<file path="src/rtl/bp_be_acc_wide_collector.sv">
// Collects fill-width beats (optionally critical-beat-first, wrapping) into one block-width word
// and emits it as a registered single-cycle pulse. Optional framing check: BP_BE_ACC_COLLECTOR_CHECK_EN.
module bp_be_acc_wide_collector #(
  parameter int fill_width_p  = 64,
  parameter int block_width_p = 512,
  localparam int beats_lp     = block_width_p / fill_width_p,
  localparam int cnt_width_lp = (beats_lp > 1) ? $clog2(beats_lp) : 1
) (
  input  logic                     clk_i,
  input  logic                     reset_i,
  input  logic [fill_width_p-1:0]  beat_data_i,
  input  logic [cnt_width_lp-1:0]  beat_offset_i,
  input  logic                     beat_last_i,
  input  logic                     beat_v_i,
  output logic                     beat_ready_and_o,
  output logic [block_width_p-1:0] wide_data_o,
  output logic                     wide_v_o,
  output logic                     busy_o,
  output logic                     err_o
);

  localparam logic [cnt_width_lp-1:0] cnt_last_lp = cnt_width_lp'(beats_lp - 1);
  localparam logic [cnt_width_lp-1:0] cnt_one_lp  = cnt_width_lp'(1);
  localparam logic [cnt_width_lp-1:0] cnt_zero_lp = cnt_width_lp'(0);

  typedef enum logic [0:0] {
    e_idle    = 1'b0,
    e_collect = 1'b1
  } state_e;

  state_e                   state_r;
  logic [block_width_p-1:0] assembly_r;
  logic [block_width_p-1:0] data_r;
  logic [block_width_p-1:0] merged_s;
  logic [cnt_width_lp-1:0]  start_r;
  logic [cnt_width_lp-1:0]  cnt_r;
  logic [cnt_width_lp-1:0]  slot_s;
  logic                     wide_v_r;
  logic                     accept_s;
  logic                     complete_s;

  // Separate assembly and output registers let the collector accept every cycle.
  assign beat_ready_and_o = ~reset_i;
  assign accept_s         = beat_v_i & ~reset_i;

  assign wide_data_o = data_r;
  assign wide_v_o    = wide_v_r;
  assign busy_o      = (state_r == e_collect);

  // Target slot of the incoming beat and whether it finishes the block.
  always_comb begin
    slot_s     = cnt_zero_lp;
    complete_s = 1'b0;
    case (state_r)
      e_idle: begin
        slot_s     = beat_offset_i;
        complete_s = 1'b0;
      end
      e_collect: begin
        slot_s     = cnt_width_lp'(start_r + cnt_r);
        complete_s = (cnt_r == cnt_last_lp);
      end
      default: begin
        slot_s     = cnt_zero_lp;
        complete_s = 1'b0;
      end
    endcase
  end

  // Assembly contents with the current beat merged into its slot.
  always_comb begin
    merged_s = assembly_r;
    merged_s[slot_s*fill_width_p +: fill_width_p] = beat_data_i;
  end

`ifdef BP_BE_ACC_COLLECTOR_CHECK_EN
  logic err_r;
  logic frame_err_s;

  // A last flag must appear exactly on the completing beat.
  assign frame_err_s = accept_s & (beat_last_i ^ complete_s);
  assign err_o       = err_r;

  // Sticky framing error flag.
  always_ff @(posedge clk_i) begin
    if (reset_i) begin
      err_r <= 1'b0;
    end else if (frame_err_s) begin
      err_r <= 1'b1;
    end else begin
      err_r <= err_r;
    end
  end
`else
  logic frame_err_s;
  logic unused_last_s;

  assign frame_err_s   = 1'b0;
  assign unused_last_s = beat_last_i;
  assign err_o         = 1'b0;
`endif

  // Collector FSM with assembly, output and pulse registers.
  always_ff @(posedge clk_i) begin
    if (reset_i) begin
      state_r    <= e_idle;
      assembly_r <= '0;
      data_r     <= '0;
      start_r    <= cnt_zero_lp;
      cnt_r      <= cnt_zero_lp;
      wide_v_r   <= 1'b0;
    end else begin
      wide_v_r <= 1'b0;
      if (accept_s) begin
        assembly_r <= merged_s;
        if (frame_err_s) begin
          // Badly framed block is dropped; the next beat starts a fresh one.
          state_r <= e_idle;
          cnt_r   <= cnt_zero_lp;
        end else begin
          case (state_r)
            e_idle: begin
              start_r <= beat_offset_i;
              cnt_r   <= cnt_one_lp;
              state_r <= e_collect;
            end
            e_collect: begin
              if (complete_s) begin
                data_r   <= merged_s;
                wide_v_r <= 1'b1;
                cnt_r    <= cnt_zero_lp;
                state_r  <= e_idle;
              end else begin
                cnt_r <= cnt_r + cnt_one_lp;
              end
            end
            default: begin
              cnt_r   <= cnt_zero_lp;
              state_r <= e_idle;
            end
          endcase
        end
      end
    end
  end

endmodule

</file>
<file path="config.mk">
export PLATFORM = sky130hd
export DESIGN_NAME = bp_be_acc_wide_collector
export DESIGN_NICKNAME = d
export VERILOG_FILES = /design/src/rtl/bp_be_acc_wide_collector.sv
export SDC_FILE = /design/constraint.sdc
export NUM_CORES = 2
export LEC_CHECK = 0
export BUFFER_PORTS_ARGS = -buffer_cell sky130_fd_sc_hd__buf_2
export CAP_MARGIN = 20
export CORE_MARGIN = 3
export CORE_UTILIZATION = 45
export DETAILED_ROUTE_END_ITERATION = 10
export PLACE_DENSITY_LB_ADDON = 0.05
export SLEW_MARGIN = 20
export SYNTH_ARGS = -nofsm -noshare
export SYNTH_HDL_FRONTEND = slang
export SYNTH_SLANG_ARGS = --single-unit
</file>
<file path="constraint.sdc">
create_clock -name clk_i -period 7.2 [get_ports clk_i]
set_input_delay 1.08 -clock clk_i [delete_from_list [all_inputs] [get_ports clk_i]]
set_output_delay 1.08 -clock clk_i [all_outputs]
set_load 0.05 [all_outputs]
</file>
# Yosys cells after proc, flatten, opt, wreduce, memory -nomap -nowiden

Index checks and enable logic that the tools add are counted.

Bits in registers: 1,032
Word-level logic and storage cells: 27

Bitwise gates (word level): 4
Equal/unequal tests: 1
Muxes and demuxes: 8
$add $sub $neg: 3
Reductions and logical operators: 3
Shifts and indexed selects: 2

Operator list:

| operator                    | number |
|---|---|
| $bwmux W512                 | 1 |
| $shift A64 B34 Y512 const A | 1 |
| $shiftx A64 B34 Y512        | 1 |
| $neg A9 Y34                 | 1 |
| $pmux W3 S2                 | 2 |
| $pmux W1 S2                 | 2 |
| $add A3 B1 Y3 const B       | 1 |
| $add A3 B3 Y3               | 1 |
| $eq A3 B3 Y1 const B        | 1 |
| $mux W3                     | 1 |
| $not A1 Y1                  | 3 |
| $reduce_and A3 Y1           | 1 |
| $reduce_or A3 Y1            | 1 |
| $mux W1                     | 2 |
| $reduce_and A2 Y1           | 1 |
| $and A1 B1 Y1               | 1 |

# Logic depth before layout (Yosys ltp)

Depth after elaboration: 5
Gate-level depth with buffers: 13

# Worst setup path before layout

No wires, ideal clock.

Path kind: input-to-reg
From: input port beat_offset_i[0]
To: register data_r[280] (netlist: wide_data_o[280])
Cell stages on the path: 11
Arrival: 3,319 ps
Buffers on the path: 3
Data required time: 7,066 ps
Slack: 3,748 ps
Path through: mux2_2 inv_1 ha_1 ha_1 buf_2 clkinv_1 a211oi_1 and2_1 buf_2 buf_1 o211ai_1

Cells in the longest elaborated chain, start to end: 4
Elaborated cells on any way between the ends: 5

Ends and longest elaborated chain:

| what                                                        | RTL line | text |
|---|---|---|
| start, declared                                             | 12       | `input logic [cnt_width_lp-1:0] beat_offset_i,` |
| $pmux W3 S2 *                                               | 54       | `case (state_r)` |
| $neg A9 Y34 *                                               | 73       | `merged_s[slot_s*fill_width_p +: fill_width_p] = beat_data_i;` |
| $shiftx A64 B34 Y512 or $shift A64 B34 Y512 (tied branches) | 73       |  |
| $bwmux W512 *                                               | 73       |  |
| end signal, assigned                                        | 129      | `data_r <= merged_s;` |
| end, declared                                               | 33       | `logic [block_width_p-1:0] data_r;` |

Every way passes the cells marked *; elsewhere a longest branch is shown, timed or not.
A chain may end at the register's enable or synchronous reset.

# Final worst setup path

From: register state_r (netlist: busy_o)
To: register data_r[300] (netlist: wide_data_o[300])

Cells in the longest elaborated chain, start to end: 5
Elaborated cells on any way between the ends: 8

Ends and longest elaborated chain:

| what                                                        | RTL line | text |
|---|---|---|
| start, declared                                             | 31       | `state_e state_r;` |
| start signal, assigned                                      | 106      | `state_r <= e_idle;` |
| start signal, assigned                                      | 118      | `state_r <= e_idle;` |
| start signal, assigned                                      | 125      | `state_r <= e_collect;` |
| $not A1 Y1                                                  | -        |  |
| $pmux W3 S2                                                 | 54       |  |
| $neg A9 Y34                                                 | 73       |  |
| $shiftx A64 B34 Y512 or $shift A64 B34 Y512 (tied branches) | 73       |  |
| $bwmux W512                                                 | 73       |  |

Several ways; a longest one is shown, not always the timed one.

==> impl_metrics.yaml <==
logic_synthesis:
  ys_ff_latch: 1032
  synth_edf_count: 0
  synth_area_sq_mm: 0.04267
  post_synth_num_cell_types: 45
  syn_inst: 5080
  async_reset_ff_share_pct: 0
  yosys_warnings: 0
  yosys_most_used_dff: "dfxtp_1"
  synth_nets: 5160
  synth_seq_area_share_pct: 48.41
  synth_area_per_cell_sq_um: 8.401
global_routing:
  grt_use_met3_pct: 6.414
  grtUsageTotal_pct: 30.12
  gr-total-overflow: 0
  met1_usage_pct: 42.02
  use_met2_pct: 45.28
  grt_max_degree: 244
  grt_pass1_wl_microns: 229500
  first_global_vias: 35080
  antenna_found_initial: 13
  grt-busiest-layer: "met2"
clock_tree:
  ctsResizeCount: 0
  clockBufferDepth: 3
  tritoncts: "done"
  cts_root_buf: "clkbuf_16"
  cts_sinks: 1032
  clk_latency_ps: 690
  cts_setup_buffers: 0
  holdBufCountCts: 0
  clk_pin_slew_ps: 60
  h-tree-depth: 3
  cts_buffers: 110
floorplan:
  die_y_microns: 314.0
  initial_core_util_pct: 45.59
  core_sq_mm: 0.09361
  die_w_microns: 314.0
  ios: 587
  die_area_sq_mm: 0.09856
  rows: 112
sta:
  hold_ws_ps: 452.9
  setup_viol: 0
  hold_violations: 0
  period_share_pct: 66.24
  setup_ws_ps: 2431
  rsz0062_at_grt: "no"
  relSlewSlack_pct: 25.64
  slew_violations: 0
  skew_ps: 21.23
  clock.fmax_mhz: 209.7
  min_period_ps: 4769
  fin_tns_setup_ps: 0
  worst_pin_slew_ps: 1111
min_path:
  worstHoldEndpoint: "assembly_r[376]"
  hold_path.startpoint: "assembly_r[376]"
  hold_depth: 2
  min_path_type: "flop to flop"
placement:
  preCtsSetupSlack_ps: 2130
  dpl-instance-area_sq_mm: 0.04534
  place_inst: 6436
  io_buffer_count: 584
  place.gp.congestion: 0.8130
  dpl.hpwl_microns: 92870
drt:
  drc: 0
  vias_per_cell: 5.691
  drt_iter0_drc: 3559
  num_vias: 37820
  dr.pass1.iters: 5
  post_drt_wl_per_cell_microns: 23.24
  routed_wl_microns: 154400
  antenna_left: 0
setup_path:
  path_cells: "mux2_4 > inv_1 > ha_1 > ha_1 > clkinv_1 > a211oi_4 > and2_2 > buf_4 > o211ai_1"
  rrSetupSlack_ps: 2430
  crit_type: "flop to flop"
  rr_worst_depth: 9
  start_kind: "flop"
  cp.required_ps: 7750
  crit_fanout: 30
  r2r-start: "busy_o"
  endpoint_kind: "flop"
  worstPathArrival_ps: 5320
  critPathSlowestCell: "dfxtp_1"
  cp_common_cell: "ha_1"
  r2r-end: "wide_data_o[300]"
  slowest_delay_ps: 760
layout:
  final_common_cell: "nand2_1"
  final_core_util_pct: 52.45
  area_growth_pct: 15.05
  fin_nets: 5375
  stdcell_area_sq_mm: 0.04910
  drive_gt1_share_pct: 17.11
  final_cells: 6645
  n_fill_cell: 9172
  layout_common_cells: "nand2_1, dfxtp_1, buf_2, nand3_1, nor2_1"
power:
  total_power_mw: 12.77
  p_leak_nw: 19.82
  p_per_area_mw_per_mm2: 260.2
  ir_drop_v: 0.0002054
job:
  max-cap-violations: 0
run_status:
  status: "completed"
==> Yosys cell counts, drive strengths merged (2+ instances only) <==
cell,n,area [sq um]
nand2,1331,4996
dfxtp,1032,20660
nand3,560,2803
nor2,391,1468
clkbuf,321,1205
a221o,276,2763
a21oi,260,1309
mux2i,260,2603
buf,227,1534
o211ai,193,1449
nor4b,64,560.5
o21ai,46,230.2
a31o,44,385.4
and2,24,150.1
ha,8,100.1
a2111o,4,45.04
a2111oi,4,110.1
a211oi,4,30.03
inv,4,15.02
nand2b,3,18.77
nor3b,3,27.52
and3,2,12.51
mux2,2,22.52
nand4b,2,17.52
o2111a,2,22.52
==> state kept, by name, summed over array words and instances, names as in the netlist <==
| register | count |
|---|---|
| busy_o | 1 |
| start_r | 3 |
| wide_v_o | 1 |
| wide_data_o | 512 |
| cnt_r | 3 |
| assembly_r | 512 |
==> worst max-delay path: cells and delay by family, from the launching register on <==
family	cells	cell delay [ps]
compound gates	2	570
fa+ha+maj	2	900
buf+inv	3	1070
flops	1	760
mux	1	610
simple gates	1	700
==> layout make-up <==
| type | instances | area, sq um | area share (%) |
|---|---|---|---|
| Tap cell | 1254 | 1569 | 3.196 |
| Timing Repair Buffer | 651 | 3630 | 7.393 |
| Antenna cell | 8 | 20.02 | 0.04078 |
| Clock buffer | 158 | 3266 | 6.652 |
| Clock inverter | 42 | 440.4 | 0.8971 |
| Multi-Input combinational cell | 3495 | 19480 | 39.67 |
| Inverter | 5 | 33.78 | 0.06881 |
| Sequential cell | 1032 | 20660 | 42.08 |
==> worst max path at each step <==
stage	start	endpoint	depth (start not counted)	slack, ps
2_1_floorplan	beat_offset_i[0]	wide_data_o[280]	11	3750
3_3_place_gp	beat_offset_i[0]	wide_data_o[303]	10	2210
3_5_place_dp	beat_offset_i[0]	wide_data_o[300]	10	2130
4_1_cts	busy_o	wide_data_o[300]	9	2480
5_1_grt	busy_o	wide_data_o[300]	9	2130
6_report	busy_o	wide_data_o[300]	9	2430
==> kinds of logic after synthesis <==
| logic type | count (synthesis) | share of synthesized area, % |
|---|---|---|
| compound gates | 835 | 14.90 |
| mux | 262 | 6.151 |
| fa+ha+maj | 9 | 0.2815 |
| simple gates | 2386 | 23.67 |
| flops | 1032 | 48.41 |
| buf+inv | 553 | 6.462 |
| other cells | 1 | 0.008787 |
| xor+xnor | 2 | 0.1202 |
==> routing by layer <==
metal,vias up,share of wire (%)
li1,18000,-
met1,18240,45
met2,1323,43
met4,6,3.9
met5,-,0.023
met3,251,8.1
==> power by group <==
part | switching, mW | total (mW) | internal (mW)
clock network | 2.42 | 5.85 | 3.42
logic | 0.965 | 1.15 | 0.189
registers | 0.0223 | 5.77 | 5.75
No activity file was read; power rests on OpenSTA's default activity.
